**src/rtl/bp_resolve_queue.sv**
```systemverilog
// In-flight branch-prediction tracker: FIFO of fetch-time predictions, popped as
// instructions leave EX and compared against the resolved outcome to drive BTB updates.
module bp_resolve_queue #(
    parameter int DEPTH = 4,
    parameter int CNT_W = 32
) (
    input  logic             clk,
    input  logic             rst,
    input  logic             fetch_valid,
    input  logic [31:0]      fetch_pc,
    input  logic             fetch_pred_taken,
    input  logic [31:0]      fetch_pred_target,
    input  logic [1:0]       fetch_pred_rdata,
    output logic             enq_ready,
    input  logic             ex_valid,
    input  logic             ex_is_br,
    input  logic             ex_br_en,
    input  logic [31:0]      ex_target,
    input  logic             flush,
    output logic             upd_valid,
    output logic [31:0]      upd_pc,
    output logic             upd_mispredict,
    output logic             upd_wrong_pc,
    output logic [31:0]      upd_target,
    output logic [1:0]       upd_rdata,
    output logic [CNT_W-1:0] br_count,
    output logic [CNT_W-1:0] mispred_count,
    output logic             err_underflow
);
    localparam int PTR_W  = $clog2(DEPTH);
    localparam int OCC_W  = PTR_W + 1;
    localparam logic [OCC_W-1:0] FULL_OCC = OCC_W'(DEPTH);
    localparam logic [CNT_W-1:0] CNT_MAX  = {CNT_W{1'b1}};

    // Prediction storage; the head is read combinationally so it can be
    // compared against the resolved outcome in the same cycle it is popped.
    logic [31:0] pc_mem     [DEPTH];
    logic        taken_mem  [DEPTH];
    logic [31:0] target_mem [DEPTH];
    logic [1:0]  rdata_mem  [DEPTH];

    logic [PTR_W-1:0] head_q, head_d;
    logic [PTR_W-1:0] tail_q, tail_d;
    logic [OCC_W-1:0] count_q, count_d;

    logic             upd_valid_q, upd_valid_d;
    logic [31:0]      upd_pc_q, upd_pc_d;
    logic             upd_mispredict_q, upd_mispredict_d;
    logic             upd_wrong_pc_q, upd_wrong_pc_d;
    logic [31:0]      upd_target_q, upd_target_d;
    logic [1:0]       upd_rdata_q, upd_rdata_d;
    logic [CNT_W-1:0] br_count_q, br_count_d;
    logic [CNT_W-1:0] mispred_count_q, mispred_count_d;
    logic             err_underflow_q, err_underflow_d;

    logic        not_full;
    logic        not_empty;
    logic        do_enq;
    logic        do_deq;
    logic        head_taken;
    logic [31:0] head_target;
    logic        mis_dir;
    logic        mis_tgt;

    always_comb begin
        not_full    = (count_q != FULL_OCC);
        not_empty   = (count_q != '0);
        do_enq      = fetch_valid & not_full & ~flush;
        do_deq      = ex_valid & not_empty;
        head_taken  = taken_mem[head_q];
        head_target = target_mem[head_q];
        mis_dir     = head_taken ^ ex_br_en;
        mis_tgt     = ex_br_en & (~head_taken | (head_target != ex_target));
    end

    always_comb begin
        head_d  = head_q;
        tail_d  = tail_q;
        count_d = count_q;
        // A redirect wins over any same-cycle enqueue; the pop itself is still
        // evaluated below because the redirect originates from that branch.
        if (flush) begin
            head_d  = '0;
            tail_d  = '0;
            count_d = '0;
        end else begin
            head_d  = head_q + PTR_W'(do_deq);
            tail_d  = tail_q + PTR_W'(do_enq);
            count_d = count_q + OCC_W'(do_enq) - OCC_W'(do_deq);
        end
    end

    always_comb begin
        upd_valid_d      = do_deq & ex_is_br;
        upd_mispredict_d = 1'b0;
        upd_wrong_pc_d   = 1'b0;
        upd_pc_d         = upd_pc_q;
        upd_target_d     = upd_target_q;
        upd_rdata_d      = upd_rdata_q;
        br_count_d       = br_count_q;
        mispred_count_d  = mispred_count_q;
        err_underflow_d  = err_underflow_q | (ex_valid & ~not_empty);
        if (upd_valid_d) begin
            upd_mispredict_d = mis_dir;
            upd_wrong_pc_d   = mis_tgt;
            upd_pc_d         = pc_mem[head_q];
            upd_target_d     = ex_target;
            upd_rdata_d      = rdata_mem[head_q];
            if (br_count_q != CNT_MAX) begin
                br_count_d = br_count_q + CNT_W'(1);
            end
            if ((mis_dir | mis_tgt) && (mispred_count_q != CNT_MAX)) begin
                mispred_count_d = mispred_count_q + CNT_W'(1);
            end
        end
    end

    always_ff @(posedge clk) begin
        if (do_enq) begin
            pc_mem[tail_q]     <= fetch_pc;
            taken_mem[tail_q]  <= fetch_pred_taken;
            target_mem[tail_q] <= fetch_pred_target;
            rdata_mem[tail_q]  <= fetch_pred_rdata;
        end
    end

    always_ff @(posedge clk or negedge rst) begin
        if (!rst) begin
            head_q           <= '0;
            tail_q           <= '0;
            count_q          <= '0;
            upd_valid_q      <= 1'b0;
            upd_pc_q         <= '0;
            upd_mispredict_q <= 1'b0;
            upd_wrong_pc_q   <= 1'b0;
            upd_target_q     <= '0;
            upd_rdata_q      <= '0;
            br_count_q       <= '0;
            mispred_count_q  <= '0;
            err_underflow_q  <= 1'b0;
        end else begin
            head_q           <= head_d;
            tail_q           <= tail_d;
            count_q          <= count_d;
            upd_valid_q      <= upd_valid_d;
            upd_pc_q         <= upd_pc_d;
            upd_mispredict_q <= upd_mispredict_d;
            upd_wrong_pc_q   <= upd_wrong_pc_d;
            upd_target_q     <= upd_target_d;
            upd_rdata_q      <= upd_rdata_d;
            br_count_q       <= br_count_d;
            mispred_count_q  <= mispred_count_d;
            err_underflow_q  <= err_underflow_d;
        end
    end

    assign enq_ready      = not_full;
    assign upd_valid      = upd_valid_q;
    assign upd_pc         = upd_pc_q;
    assign upd_mispredict = upd_mispredict_q;
    assign upd_wrong_pc   = upd_wrong_pc_q;
    assign upd_target     = upd_target_q;
    assign upd_rdata      = upd_rdata_q;
    assign br_count       = br_count_q;
    assign mispred_count  = mispred_count_q;
    assign err_underflow  = err_underflow_q;

endmodule

```
**config.mk**
```make
export PLATFORM = sky130hd
export DESIGN_NAME = bp_resolve_queue
export DESIGN_NICKNAME = d
export VERILOG_FILES = /design/src/rtl/bp_resolve_queue.sv
export SDC_FILE = /design/constraint.sdc
export NUM_CORES = 1
export LEC_CHECK = 0
export ABC_AREA = 1
export BUFFER_PORTS_ARGS = -buffer_cell sky130_fd_sc_hd__buf_2
export CAP_MARGIN = 5
export CORE_UTILIZATION = 45
export DETAILED_ROUTE_END_ITERATION = 8
export PLACE_DENSITY = 0.65
export SYNTH_ARGS = -nofsm -noshare
export SYNTH_HDL_FRONTEND = slang
export SYNTH_SLANG_ARGS = --single-unit
```
**constraint.sdc**
```tcl
create_clock -name clk -period 8 [get_ports clk]
set_clock_uncertainty 0.15 [all_clocks]
set_input_delay 0 -clock clk [delete_from_list [all_inputs] [get_ports clk]]
set_output_delay 0 -clock clk [all_outputs]
set_load 0.1 [all_outputs]
```
==> flow_summary.json <==
{
  "drv_slew": 0,
  "fin_nets": 2051,
  "start_kind": "flip-flop",
  "synth_warnings": 0,
  "syn_area_um2": 17100,
  "fmax_mhz": 225,
  "synth_nets": 1713,
  "htreeDepth": 2,
  "cts.sinks": 409,
  "wl_per_cell_um": 17.1,
  "ant_nets": 0,
  "dp.cells": 2295,
  "syn_avg_cell_area_um2": 10.7,
  "drc": 0,
  "met3_usage": 0.0422,
  "critical_path_class": "flip-flop to flip-flop",
  "cts.root.buffer_cell": "clkbuf_16",
  "finalSetupViolations": 0,
  "cts_tree": "done",
  "dr.pass1.iters": 5,
  "start_util": 0.456,
  "cp-end-kind": "flip-flop",
  "crit-reg2reg-launch": "head_q[0]$_DFF_PN0_",
  "hold_depth": 2,
  "cpPeakStageDelay_ps": 790,
  "area_growth_pct": 24.7,
  "ctsHoldBuffers": 109,
  "dp_hpwl_um": 25200,
  "use_met1": 0.293,
  "path_max_fanout": 79,
  "grtUsageMet2": 0.369,
  "gr-max-usage-layer": "met2",
  "hold_end": "target_mem[2][11]$_DFFE_PP_",
  "fin_tns_setup_ps": 0,
  "fp.dieArea_um2": 38900,
  "r2r_cells": 16,
  "power.density_nw_per_um2": 346,
  "grt_pass1_wl_um": 67000,
  "ys_seq_area_frac": 0.675,
  "slew_headroom": 0.276,
  "clockBufferDepth": 3,
  "p_leak_nw": 9.22,
  "clk_latency_ps": 570,
  "startpoint": "head_q[0]$_DFF_PN0_",
  "drt-vias-per-instance": 5.05,
  "rsz0062_at_grt": "no",
  "place_congestion": 0.918,
  "synth.ff_latch_count": 409,
  "grt_max_degree": 96,
  "hold_class": "input pin to flip-flop",
  "cts-buffers-inserted": 43,
  "die_h_um": 197,
  "io_buffers": 240,
  "antenna_found_initial": 5,
  "crit_slowest_cell": "buf_4",
  "ir_drop_mv": 0.388,
  "period_minus_slack_ps": 4450,
  "min_from": "fetch_pred_target[11]",
  "synth_cell_types": 35,
  "grtUsageTotal": 0.221,
  "drv_cap": 0,
  "status": "finished, final reports clean",
  "grt_pass1_vias": 12373,
  "num_rows": 71,
  "post_cts_resized": 0,
  "via_count": 12560,
  "io_pins": 241,
  "die_x_um": 197,
  "instances_no_fill": 2487,
  "wl_um": 42600,
  "cts_setup_buffers": 0,
  "crit_top_cell": "nand2_1",
  "drt-initial-drc-count": 814,
  "path_clk_slew_ps": 60,
  "drive_above_1_share": 0.173,
  "regToRegEndpoint": "mispred_count[9]$_DFFE_PN0P_",
  "hold_violations": 0,
  "syn-instance-count": 1600,
  "r2r_slack_ps": 3550,
  "grt-ovfl-total": 0,
  "crit_chain": "inv_4 -> buf_4 -> nand2_1 -> nand3_1 -> nand2_1 -> xor2_1 -> nand2_1 -> nor2_1 -> nand2_1 -> nor2_1 -> nand2_1 -> nand2_1 -> nand2_2 -> nand3_4 -> nand2_1 -> nand2_1",
  "required_ps": 8330,
  "cp_data_arrival_time_ps": 4790,
  "core_area_um2": 37600,
  "fin_crit_sh": 0.556,
  "tightest_slew_ps": 1090
}
==> worst max-delay path: cells and delay by family, from the launching register on <==
family | cells | cell delay [ps]
AND/OR/NAND/NOR | 13 | 2090
buffers and inverters | 2 | 1270
flip-flops | 1 | 680
XOR/XNOR | 1 | 140
==> kinds of logic after synthesis <==
kind of cell | share of synthesized area
AO/OA/AOI/OAI | 0.0410
AND/OR/NAND/NOR | 0.204
flip-flops | 0.675
XOR/XNOR | 0.0404
buffers and inverters | 0.0339
adder cells (fa/ha/maj) | 0.00555
==> stage by stage <==
step	area (µm²)	hold slack, ps	power (mW)	worst slack [ps]	utilization
floorplan	17100	-446	4.82	1910	-
global placement	18800	-28.4	5.30	3660	0.500
detailed placement	18800	-26.4	5.34	3530	0.500
CTS	21400	9.74	7.44	3520	0.569
global route	21400	24.4	7.72	3100	0.569
finish	21400	38.6	7.39	3550	0.569
==> how the worst max path moves through the flow <==
| stage | end | slack (ps) | depth (start not counted) |
|---|---|---|---|
| after detailed placement | mispred_count[9]$_DFFE_PN0P_ | 3530 | 16 |
| after floorplan | pc_mem[0][0]$_DFFE_PP_ | 1910 | 5 |
| after global routing | mispred_count[12]$_DFFE_PN0P_ | 3100 | 16 |
| after global placement | mispred_count[10]$_DFFE_PN0P_ | 3660 | 16 |
| final | mispred_count[9]$_DFFE_PN0P_ | 3550 | 16 |
| after CTS | mispred_count[9]$_DFFE_PN0P_ | 3520 | 16 |
==> sequential cells by signal (all words and copies together) (netlist names), 2 cells and up <==
| register | flops |
|---|---|
| br_count | 32 |
| upd_pc | 32 |
| mispred_count | 32 |
| upd_target | 32 |
| rdata_mem | 8 |
| target_mem | 128 |
| tail_q | 2 |
| upd_rdata | 2 |
| count_q | 3 |
| head_q | 2 |
| pc_mem | 128 |
| taken_mem | 4 |
==> layout make-up <==
class / instances / area (µm²)
fill: 3167 / 16200
sequential: 409 / 11600
multi-input combinational: 1054 / 5010
timing repair buffer: 363 / 2420
clock buffer: 64 / 1260
tap: 511 / 639
inverter: 67 / 255
clock inverter: 16 / 204
antenna: 3 / 7.51
==> layout by cell type, fill, tap and decap left out, types with 2 or more instances in the layout <==
cell type,n
ha_1,6
o21ai_0,89
dfrtp_1,139
nand3_1,95
nor2_1,137
inv_2,3
xor2_1,55
inv_1,62
nand4_1,44
nand2_1,514
a21oi_1,2
o22ai_1,34
nor3_1,26
bufinv_16,4
nor4_1,9
dlygate4sd3_1,108
buf_4,14
clkinv_2,8
nor3_2,5
o21ai_1,2
diode_2,3
buf_2,239
nor3b_1,2
edfxtp_1,268
clkbuf_16,45
xnor2_1,24
clkbuf_1,13
clkinvlp_4,2
clkbuf_8,6
==> where the power goes <==
| group | leakage, nW | total, mW | internal, mW | switching, mW |
|---|---|---|---|---|
| sequential | 4.26 | 2.68 | 2.51 | 0.167 |
| clock | 0.713 | 2.04 | 1.22 | 0.819 |
| combinational | 4.24 | 2.67 | 0.499 | 2.17 |
| total | 9.22 | 7.39 | 4.23 | 3.16 |
==> routing by layer <==
layer / share of wire / vias up
met5: 0.00052 / -
met4: 0.022 / 4
met3: 0.058 / 64
met2: 0.48 / 366
met1: 0.44 / 6024
li1: - / 6102
==> synth_stat cells (all sizes together) <==
cell | instances | area, µm²
xnor2 | 24 | 210
ha | 6 | 75.1
nor2 | 139 | 532
nand3 | 97 | 503
nand2 | 515 | 1940
nor3 | 31 | 160
nor4 | 9 | 56.3
edfxtp | 268 | 8050
nand4 | 45 | 288
or4 | 1 | 7.51
o22ai | 34 | 213
a31o | 1 | 8.76
nor3b | 2 | 15.0
xor2 | 55 | 482
fa | 1 | 20.0
inv | 67 | 254
clkbuf | 40 | 150
buf | 30 | 178
a21oi | 3 | 26.3
dfrtp | 141 | 3530
o21ai | 91 | 455
No activity file was read; power rests on OpenSTA's default activity.
